### src/rtl/cp0_interrupt_unit.sv
// rtl/cp0_interrupt_unit.sv - CP0 Status/Cause/EPC registers and interrupt decision
//
// Coprocessor-0 interrupt unit for the single-cycle MIPS core.
// It holds Status, Cause and EPC, and decides each cycle whether the core takes
// the timer interrupt. It also services mfc0, mtc0 and eret.
//
// Optional feature macro: CP0_SOFTWARE_INT_EN. When it is defined, the software
// interrupts IP1:IP0 in Cause and the masks IM1:IM0 in Status are implemented.
//
// Ports:
//   clock          : single clock; all state changes on its rising edge
//   reset          : synchronous, active-high
//   TimerInterrupt : level request from the memory-mapped timer (IP7)
//   MTC0           : current instruction is mtc0
//   ERET           : current instruction is eret
//   regnum         : CP0 register number (12 Status, 13 Cause, 14 EPC)
//   wr_data        : mtc0 source value
//   next_pc        : word address the core would fetch next; saved to EPC
//   rd_data        : mfc0 read value, combinational on regnum
//   EPC            : saved return word address for the eret PC mux
//   handler_pc     : interrupt vector (HANDLER_ADDR)
//   TakenInterrupt : the interrupt is taken this cycle
module cp0_interrupt_unit #(
  parameter logic [31:0] HANDLER_ADDR = 32'h80000180
) (
  input  logic        clock,
  input  logic        reset,
  input  logic        TimerInterrupt,
  input  logic        MTC0,
  input  logic        ERET,
  input  logic [4:0]  regnum,
  input  logic [31:0] wr_data,
  input  logic [29:0] next_pc,
  output logic [31:0] rd_data,
  output logic [29:0] EPC,
  output logic [31:0] handler_pc,
  output logic        TakenInterrupt
);

  localparam logic [4:0] REG_STATUS = 5'd12;
  localparam logic [4:0] REG_CAUSE  = 5'd13;
  localparam logic [4:0] REG_EPC    = 5'd14;

  // Implemented Status bits
  logic        ie_q,  ie_d;
  logic        exl_q, exl_d;
  logic        im7_q, im7_d;
  logic [29:0] epc_q, epc_d;

  // Software interrupt pending bits and their masks (zero when not built in)
  logic [1:0]  im_sw;
  logic [1:0]  ip_sw;

  logic        wr_status;
  logic        wr_cause;
  logic [31:0] status_val;
  logic [31:0] cause_val;
  logic [2:0]  pending;

  assign wr_status = MTC0 && (regnum == REG_STATUS);
  assign wr_cause  = MTC0 && (regnum == REG_CAUSE);

`ifdef CP0_SOFTWARE_INT_EN
  logic [1:0] im_sw_q, im_sw_d;
  logic [1:0] ip_sw_q, ip_sw_d;

  assign im_sw = im_sw_q;
  assign ip_sw = ip_sw_q;

  always_comb begin
    im_sw_d = im_sw_q;
    ip_sw_d = ip_sw_q;
    if (wr_status) begin
      im_sw_d = wr_data[9:8];
    end
    if (wr_cause) begin
      ip_sw_d = wr_data[9:8];
    end
  end

  always_ff @(posedge clock) begin
    if (reset) begin
      im_sw_q <= 2'b00;
      ip_sw_q <= 2'b00;
    end else begin
      im_sw_q <= im_sw_d;
      ip_sw_q <= ip_sw_d;
    end
  end
`else
  assign im_sw = 2'b00;
  assign ip_sw = 2'b00;
  logic unused_wr_cause;
  assign unused_wr_cause = wr_cause;
`endif

  // Only some wr_data bits are stored; the rest are deliberately dropped.
  logic unused_wr_data;
  assign unused_wr_data = &{1'b0, wr_data};

  // Register images as seen by mfc0. ExcCode[6:2] is always 0 (interrupt).
  assign status_val = {16'h0000, im7_q, 5'b00000, im_sw, 6'b000000, exl_q, ie_q};
  assign cause_val  = {16'h0000, TimerInterrupt, 5'b00000, ip_sw, 8'h00};

  // The timer line is live, not latched, so the interrupt latency is zero cycles.
  assign pending = {TimerInterrupt, ip_sw} & {im7_q, im_sw};

  // An eret in flight blocks the take. A still-high request is retaken one
  // cycle later, once EXL has cleared.
  assign TakenInterrupt = (|pending) & ie_q & ~exl_q & ~ERET;

  always_comb begin
    rd_data = 32'h0000_0000;
    case (regnum)
      REG_STATUS: rd_data = status_val;
      REG_CAUSE:  rd_data = cause_val;
      REG_EPC:    rd_data = {epc_q, 2'b00};
      default:    rd_data = 32'h0000_0000;
    endcase
  end

  // Assignments are ordered lowest priority first, so later ones win:
  // eret clear, then the mtc0 write, then the EXL set by a taken interrupt.
  always_comb begin
    ie_d  = ie_q;
    exl_d = exl_q;
    im7_d = im7_q;
    epc_d = epc_q;

    if (ERET) begin
      exl_d = 1'b0;
    end

    if (wr_status) begin
      ie_d  = wr_data[0];
      exl_d = wr_data[1];
      im7_d = wr_data[15];
    end

    if (TakenInterrupt) begin
      exl_d = 1'b1;
      epc_d = next_pc;
    end
  end

  always_ff @(posedge clock) begin
    if (reset) begin
      ie_q  <= 1'b0;
      exl_q <= 1'b0;
      im7_q <= 1'b0;
      epc_q <= 30'h0;
    end else begin
      ie_q  <= ie_d;
      exl_q <= exl_d;
      im7_q <= im7_d;
      epc_q <= epc_d;
    end
  end

  assign EPC        = epc_q;
  assign handler_pc = HANDLER_ADDR;

endmodule

### config.mk
export PLATFORM = sky130hd
export DESIGN_NAME = cp0_interrupt_unit
export DESIGN_NICKNAME = d
export VERILOG_FILES = /design/src/rtl/cp0_interrupt_unit.sv
export SDC_FILE = /design/constraint.sdc
export NUM_CORES = 1
export LEC_CHECK = 0
export ABC_AREA = 1
export CAP_MARGIN = 5
export CORE_MARGIN = 4
export CORE_UTILIZATION = 31
export CTS_BUF_LIST = sky130_fd_sc_hd__clkbuf_8 sky130_fd_sc_hd__clkbuf_16
export CTS_CLUSTER_SIZE = 40
export DETAILED_ROUTE_END_ITERATION = 7
export MAX_ROUTING_LAYER = met4
export PLACE_DENSITY = 0.81
export SKIP_LAST_GASP = 1
export SYNTH_ARGS = -nofsm -noshare
export SYNTH_HDL_FRONTEND = slang
export SYNTH_SLANG_ARGS = --single-unit
### constraint.sdc
create_clock -name clock -period 1.4 [get_ports clock]
set_input_delay 0.14 -clock clock [delete_from_list [all_inputs] [get_ports clock]]
set_output_delay 0.14 -clock clock [all_outputs]
set_load 0.02 [all_outputs]
==> results of run 1 <==
[registers in the layout, summed over array words and instances, names as in the netlist]
register and flops:
EPC 30, exl_q 1, ie_q 1, im7_q 1
[worst paths after layout]
check | endpoint | depth (start not counted) | start
hold reg to reg | EPC[9] | 2 | EPC[9]
setup / recovery | rd_data[20] | 6 | regnum[4]
hold / removal | ie_q | 3 | wr_data[0]
setup reg to reg | EPC[2] | 7 | ie_q
[power by group]
| group | internal (mW) | leakage, nW | switching (mW) |
|---|---|---|---|
| logic | 0.139 | 1.16 | 0.145 |
| registers | 0.940 | 0.266 | 0.000477 |
| clock network | 0.331 | 0.0519 | 0.318 |
[area by class of cell]
cell class	count	area, um^2	area share, %
inverters	35	131	4.50
flip-flops and latches	33	661	22.6
clock inverters	3	11.3	0.386
multi-input cells	179	845	28.9
well taps	72	90.1	3.08
repair buffers	123	1110	38.1
clock buffers	5	68.8	2.36
[Yosys cell counts (all sizes together)]
cell | instances | area share (%)
a21oi | 1 | 0.27
buf | 38 | 17
clkbuf | 6 | 1.3
conb | 2 | 0.41
dfxtp | 33 | 36
inv | 35 | 7.1
nand2 | 9 | 2.1
nand3 | 6 | 1.9
nand4 | 2 | 0.68
nor2 | 98 | 25
o211ai | 1 | 0.41
o21ai | 30 | 8.2
[per-stage QoR]
step / worst slack, ns / hold slack (ns)
5_1_grt: -0.00447 / 0.437
3_3_place_gp: -0.554 / 0.491
6_report: 0.0519 / 0.445
2_1_floorplan: 0.390 / 0.209
3_5_place_dp: -0.605 / 0.495
4_1_cts: 0.000216 / 0.438
[repair_timing]
action                                  4_1_cts  5_1_grt
pin swaps                                     1        1
buffers inserted                              4        0
hold buffers                                  0        0
gates resized for setup                     161       15
cloned                                        2        0
endpoints found under the setup margin       53       18
[kinds of logic (layout without fill, tap and decap cells)]
kind of cell	Yosys count	in the layout	share of synthesized area, %
AOI/OAI and AO/OA	32	32	8.85
buffers and inverters	79	166	25.3
DFF	33	33	35.9
other	2	32	0.409
and+or+nand+nor	115	115	29.5
[cells in the final DEF, fill, tap and decap left out, types with 2 or more instances in the layout]
master / count
nor2_1: 83
clkdlybuf4s50_1: 37
inv_1: 36
dfxtp_1: 33
conb_1: 32
o21ai_0: 30
dlygate4sd2_1: 25
buf_2: 23
buf_4: 18
nor2_4: 13
dlymetal6s2s_1: 10
nand2_1: 7
nand3_1: 5
clkbuf_8: 5
clkdlybuf4s15_1: 3
buf_6: 3
nor2_2: 2
inv_2: 2
nand4_1: 2
[worst reg2reg max path, cell delays in order, from the launching register on]
cell	delay (ns)
dfxtp_1	0.33
nand2_1	0.07
nor2_2	0.08
nand3_2	0.08
inv_2	0.06
buf_4	0.31
nor2_1	0.07
nor2_1	0.11
[metal layers]
layer	share of wire (%)	up-vias	global-route usage, %	wire [um]
met5	0	-	-	0
met4	0.47	0	2.73	25
met3	8.0	5	3.98	423
met2	52	79	26.6	2750
met1	40	804	15.4	2120
li1	-	947	-	-
==> flow_metrics.py, run 1 <==
metrics = {
    "layout": {
        "syn2layout_area_growth_pct": 58.9,
        "layout.nets": 449,
        "final_cells": 450,
        "final_util_pct": 51.8,
        "n_antenna_cell": 0,
        "layout-drive-gt1-share_pct": 19.3,
        "fillCellCount": 569,
        "fin_area_um2": 2920,
    },
    "clocking": {
        "cts.clk_slew.worst_paths_ns": 0.06,
        "cts_buffer_depth": 2,
        "cts_buffers": 5,
        "cts_tree": "done",
        "clock-root-buffer": "clkbuf_8",
        "htree_levels": 2,
        "clock_latency_ns": 0.27,
        "clock-sinks": 33,
    },
    "placement": {
        "hpwl_um": 3930,
        "portBuffers": 105,
        "place_congestion": 0.783,
        "dpl.cell_count": 436,
        "place_area_um2": 2860,
    },
    "global_route": {
        "grt_pass1_wl_um": 8250,
        "track_usage_pct": 14.4,
        "antenna_found_initial": 0,
        "grt-ovfl-total": 0,
        "grt_max_degree": 32,
        "grt_pass1_vias": 1770,
    },
    "timing": {
        "min_period_over_period_pct": 96.3,
        "final_hold_viol_count": 0,
        "rsz0062_at_grt": "true",
        "slew_violations": 0,
        "min_period_ns": 1.35,
        "timing.fmax_mhz": 742,
        "setup_tns_ns": 0,
        "fin_skew_ns": 0.00349,
        "setup_viol": 0,
    },
    "drt": {
        "drc": 0,
        "wl_per_cell_um": 11.8,
        "drt_iter0_markers": 45,
        "viasPerCell": 4.08,
        "wl_um": 5320,
        "vias": 1835,
        "drtAntennaViolNets": 0,
        "drt_first_pass_iters": 4,
    },
    "critical_path": {
        "critPathCaptureType": "output pin",
        "critPathKind": "in -> out",
        "r2r_slack_ns": 0.21,
        "crit_fanout": 9,
        "cp_slowest_cell": "bufbuf_16",
        "path_cells": "dlygate4sd2_1 > nor2_4 > nand2_4 > bufbuf_16 > nor2_1 > buf_4",
        "max_stage_delay_ns": 0.31,
        "arrival_ns": 1.21,
        "required_ns": 1.26,
        "cp.buffers_inverters": 3,
        "worst_setup_path_start_kind": "input port",
        "crit_family": "buffers and inverters",
    },
    "synth": {
        "netlist_area_um2": 1840,
        "synth_seq_area_share_pct": 35.9,
        "netlist_instances": 261,
        "ys_ff_latch": 33,
        "syn_area_per_cell_um2": 7.04,
        "synth_cell_types": 21,
        "ys_warn_count": 0,
    },
    "power_and_ir_drop": {
        "total_power_mw": 1.87,
        "peakVddDrop_mv": 0.320,
        "p_leak_nw": 1.48,
        "powerDensity_nw_per_um2": 641,
    },
    "floorplanning": {
        "die_x_um": 85,
        "die_y_um": 85,
        "std_cell_rows": 27,
        "core_um2": 5640,
        "ioPinCount": 167,
        "dieArea_um2": 7230,
        "start_util_pct": 32.6,
    },
    "flow_run": {
        "maxCapViolCount": 0,
    },
    "worst_hold_path": {
        "hold_class": "in -> reg",
    },
    "run_status": {
        "outcome": "finished clean",
    },
}
Note: power is estimated with default switching activity, not from simulation.
==> run 2, diff against run 1 <==
CORE_AREA = 4 4 63 65   (was unset)
CORE_MARGIN = unset   (was 4)
CORE_UTILIZATION = unset   (was 31)
DIE_AREA = 0 0 67 69   (was unset)
DONT_BUFFER_PORTS = 1   (was unset)
PLACE_DENSITY = 0.69   (was 0.81)
clock period = 1.5 ns   (was 1.4 ns; I/O delays follow)
==> flow_metrics.py, run 2 (same netlist as run 1, synthesis figures left out) <==
metrics = {
    "run_status": {
        "outcome": "finished clean",
    },
    "worst_hold_path": {
        "hold_class": "in -> reg",
        "worstHoldPathCells": 2,
        "hold_start": "wr_data[0]",
        "hold_path_end": "ie_q",
    },
    "critical_path": {
        "cp_slowest_cell": "dfxtp_1",
        "critPathKind": "reg -> out",
        "path_cells": "nand3_1 > o211ai_1",
        "r2r_start": "ie_q",
        "critPathCaptureType": "output pin",
        "worst_setup_path_start_kind": "flip-flop",
        "max_stage_delay_ns": 0.50,
        "r2r-end": "EPC[1]",
        "crit_fanout": 3,
        "required_ns": 1.35,
        "worst-r2r-cell-count": 7,
        "r2r_slack_ns": 0.32,
        "arrival_ns": 1.14,
    },
    "flow_run": {
        "maxCapViolCount": 0,
    },
    "power_and_ir_drop": {
        "internal_power_mw": 1.21,
        "p_sw_share_pct": 25.0,
        "total_power_mw": 1.61,
        "pwr-share-comb_pct": 7.7,
        "peakVddDrop_mv": 0.599,
        "powerDensity_nw_per_um2": 819,
        "clkPwrFrac_pct": 37.8,
        "p_seq_share_pct": 54.5,
        "p_switching_uw": 403,
        "p_leak_nw": 0.747,
    },
    "clocking": {
        "cts.clk_slew.worst_paths_ns": 0.06,
        "clock-root-buffer": "clkbuf_8",
        "ctsResizeCount": 0,
        "cts_buffer_depth": 2,
        "cts_tree": "done",
        "cts_buffers": 5,
        "clock_latency_ns": 0.27,
        "htree_levels": 2,
        "clock-sinks": 33,
        "post_cts_buffers": 0,
    },
    "layout": {
        "layout.nets": 352,
        "final_cell_mix": "nor2_1, inv_1, dfxtp_1",
        "syn2layout_area_growth_pct": 7.01,
        "final_common_cell": "nor2_1",
        "n_antenna_cell": 0,
        "multi_input_area_um2": 825,
        "largest_register_ffs": 30,
        "fillCellCount": 336,
        "regArea_um2": 661,
        "layout-drive-gt1-share_pct": 17.4,
    },
    "drt": {
        "drc": 0,
        "vias": 1506,
        "wl_um": 3900,
        "viasPerCell": 4.61,
        "drt_iter0_markers": 57,
        "wl_per_cell_um": 11.9,
        "drt_first_pass_iters": 4,
        "drtAntennaViolNets": 0,
    },
    "floorplanning": {
        "die_y_um": 69,
        "core_um2": 3340,
        "std_cell_rows": 21,
        "die_x_um": 67,
        "start_util_pct": 55.1,
        "dieArea_um2": 4620,
        "ioPinCount": 167,
    },
    "placement": {
        "portBuffers": 0,
        "place_congestion": 0.817,
        "hpwl_um": 2940,
    },
    "timing": {
        "setup_viol": 0,
        "setup_tns_ns": 0,
        "timing_worst_slew_pin_value_ns": 0.499,
        "rsz0062_at_grt": "false",
        "min_period_ns": 1.29,
        "slew_violations": 0,
        "timing.fmax_mhz": 774,
        "fin_skew_ns": 0.00532,
        "slew_headroom_pct": 66.6,
        "final_hold_viol_count": 0,
        "min_period_over_period_pct": 86.1,
    },
    "global_route": {
        "track_usage_pct": 17.0,
        "antenna_found_initial": 0,
        "grt-ovfl-total": 0,
        "grt_pass1_vias": 1353,
        "grt_max_degree": 33,
        "grt_pass1_wl_um": 6070,
    },
}
[run 2: changes by cell type in the layout (fill, tap and decap cells not counted), moves of 2 or more]
| cell | delta |
|---|---|
| buf_6 | -3 |
| nor2_4 | -2 |
| clkdlybuf4s15_1 | -3 |
| buf_4 | +6 |
| dlymetal6s2s_1 | -10 |
| buf_2 | -23 |
| nor2_1 | +2 |
| clkdlybuf4s50_1 | -37 |
| dlygate4sd2_1 | -25 |
| clkinv_2 | +2 |
[run 2: metrics by stage]
step                cell area [um^2]  setup slack [ns]  utilization [%]  instances  hold slack, ns
finish                          1970             0.208             58.9        327          0.0393
global route                    1970             0.122             58.9        327          0.0316
CTS                             1970             0.182             58.9        327          0.0258
detailed placement              1870             0.308             56.2        318           0.225
global placement                1870             0.343             56.2        318           0.222
floorplan                       1950             0.485                -        291           0.219
[run 2: what timing repair did]
action,4_1_cts,5_1_grt
hold buffers,1,0
setup endpoints to repair,0,0
hold endpoints to repair,1,0
[run 2: final cells by class]
| cell class | count | share of cell area, % |
|---|---|---|
| timing repair buffer | 26 | 10.7 |
| multi-input combinational | 179 | 41.9 |
| clock inverter | 3 | 0.700 |
| tap | 46 | 2.93 |
| sequential | 33 | 33.6 |
| inverter | 35 | 6.68 |
| clock buffer | 5 | 3.50 |
[run 2: worst max-delay path by stage]
| stage | start | endpoint | slack [ns] |
|---|---|---|---|
| after floorplan | regnum[3] | rd_data[16] | 0.49 |
| after global placement | regnum[3] | rd_data[29] | 0.34 |
| after detailed placement | ie_q | EPC[19] | 0.31 |
| after CTS | EPC[13] | rd_data[15] | 0.18 |
| after global routing | EPC[13] | rd_data[15] | 0.12 |
| final | EPC[13] | rd_data[15] | 0.21 |
[run 2: power groups by stage]
stage               clock [mW]  combinational [mW]  sequential, mW
floorplan                    0               0.178           0.897
global placement             0               0.119           0.897
detailed placement           0               0.120           0.897
CTS                      0.636               0.122           0.877
global route             0.685               0.136           0.877
finish                   0.608               0.125           0.877
[run 2: worst max-delay path: cells and delay by family (launching register included)]
family / cells / cell delay, ns
AO/OA/AOI/OAI: 1 / 0.26
AND/OR/NAND/NOR: 1 / 0.11
flip-flops: 1 / 0.50
[run 2: routing by layer]
layer / vias to the layer above / part of all wire (%) / GRT usage [%]
met5: - / 0 / -
met4: 0 / 0.69 / 4.73
met3: 2 / 15 / 6.98
met2: 93 / 50 / 30.8
met1: 659 / 34 / 15.9
li1: 752 / - / -
==> run 3, diff against run 2 <==
PLACE_DENSITY = 0.67   (was 0.69)
TNS_END_PERCENT = 50   (was unset)
==> flow_metrics.py, run 3 (same netlist as run 1, synthesis figures left out) <==
metrics = {
    "layout": {
        "final_util_pct": 59.4,
        "final_cell_mix": "nor2_1, inv_1, dfxtp_1",
        "fillCellCount": 372,
        "layout-drive-gt1-share_pct": 17.6,
        "syn2layout_area_growth_pct": 7.83,
        "final_cells": 330,
        "final_common_cell": "nor2_1",
        "layout.nets": 355,
        "largest_register_ffs": 30,
        "n_antenna_cell": 0,
        "fin_area_um2": 1980,
    },
    "power_and_ir_drop": {
        "p_leak_nw": 0.759,
        "peakVddDrop_mv": 0.545,
        "total_power_mw": 1.60,
        "powerDensity_nw_per_um2": 808,
    },
    "critical_path": {
        "required_ns": 1.35,
        "path_cells": "nand2_1 > nor2_2 > nand3_4 > inv_2 > buf_4",
        "cp.buffers_inverters": 2,
        "crit_family": "simple AND/OR/NAND/NOR gates",
        "worst-r2r-cell-count": 6,
        "crit_fanout": 12,
        "max_stage_delay_ns": 0.33,
        "r2r-end": "EPC[24]",
        "worst_setup_path_start_kind": "flip-flop",
        "r2r_start": "ie_q",
        "critPathCaptureType": "output pin",
        "cp_slowest_cell": "dfxtp_1",
        "r2r_slack_ns": 0.29,
        "critPathKind": "reg -> out",
        "arrival_ns": 1.23,
    },
    "global_route": {
        "track_usage_pct": 17.6,
        "antenna_found_initial": 0,
        "grt-ovfl-total": 0,
        "grt_pass1_wl_um": 6310,
        "grt_pass1_vias": 1384,
        "grt_max_degree": 20,
    },
    "placement": {
        "place_area_um2": 1880,
        "hpwl_um": 3210,
        "place_congestion": 0.844,
        "place_ws_ns": 0.253,
        "dpl.cell_count": 321,
        "portBuffers": 0,
    },
    "drt": {
        "drtAntennaViolNets": 0,
        "vias": 1517,
        "wl_per_cell_um": 12.1,
        "drc": 0,
        "drt_first_pass_iters": 5,
        "viasPerCell": 4.60,
        "drt_iter0_markers": 62,
        "wl_um": 4010,
    },
    "worst_hold_path": {
        "hold_class": "in -> reg",
        "hold_path_end": "ie_q",
        "hold_start": "wr_data[0]",
        "worstHoldPathCells": 2,
    },
    "timing": {
        "hold_ws_ns": 0.0275,
        "min_period_over_period_pct": 91.9,
        "min_period_ns": 1.38,
        "rsz0062_at_grt": "false",
        "setup_viol": 0,
        "timing.fmax_mhz": 726,
        "final_hold_viol_count": 0,
        "slew_violations": 0,
        "fin_skew_ns": 0.00500,
        "setup_slack_ns": 0.122,
        "setup_tns_ns": 0,
    },
    "clocking": {
        "htree_levels": 2,
        "cts.clk_slew.worst_paths_ns": 0.06,
        "clock-sinks": 33,
        "clock-root-buffer": "clkbuf_8",
        "cts_buffers": 5,
        "cts_buffer_depth": 2,
        "cts_tree": "done",
        "clock_latency_ns": 0.27,
    },
    "floorplanning": {
        "die_y_um": 69,
        "core_um2": 3340,
        "start_util_pct": 55.1,
        "std_cell_rows": 21,
        "ioPinCount": 167,
        "dieArea_um2": 4620,
        "die_x_um": 67,
    },
    "flow_run": {
        "maxCapViolCount": 0,
    },
    "run_status": {
        "outcome": "finished clean",
    },
}
==> run 3: worst max path at each step <==
stage	from	end	slack (ns)	cells past startpoint
after global placement	ie_q	EPC[16]	0.25	6
final	ie_q	TakenInterrupt	0.12	5
after floorplan	regnum[3]	rd_data[16]	0.49	5
after global routing	ie_q	TakenInterrupt	0.02	5
after CTS	ie_q	TakenInterrupt	0.06	5
after detailed placement	ie_q	EPC[15]	0.25	6
==> run 3: cell type report <==
cell class / instances / area [um^2] / area share, %
clock buffer: 5 / 68.8 / 3.47
timing repair buffer: 29 / 220 / 11.1
clock inverter: 3 / 11.3 / 0.568
inverter: 35 / 131 / 6.63
multi-input combinational: 179 / 832 / 42.0
tap: 46 / 57.6 / 2.90
sequential: 33 / 661 / 33.3
==> run 3: timing repair <==
item | CTS | global route
hold buffers | 1 | 0
hold endpoints to repair | 1 | 0
buffers inserted | 0 | 0
setup endpoints to repair | 0 | 1
resized for setup | 0 | 1
==> run 3: routing by layer <==
metal / share of wire, % / GRT usage (%) / vias to the layer above
met4: 0.97 / 6.08 / 0
met2: 50 / 30.8 / 83
met5: 0 / - / -
met1: 37 / 18.0 / 669
met3: 12 / 5.68 / 4
li1: - / - / 761
==> run 3: where the power goes <==
part / switching, mW / leakage [nW] / total [mW] / internal [mW]
sequential: 0.000542 / 0.266 / 0.877 / 0.877
clock: 0.289 / 0.0519 / 0.598 / 0.309
combinational: 0.108 / 0.442 / 0.126 / 0.0175
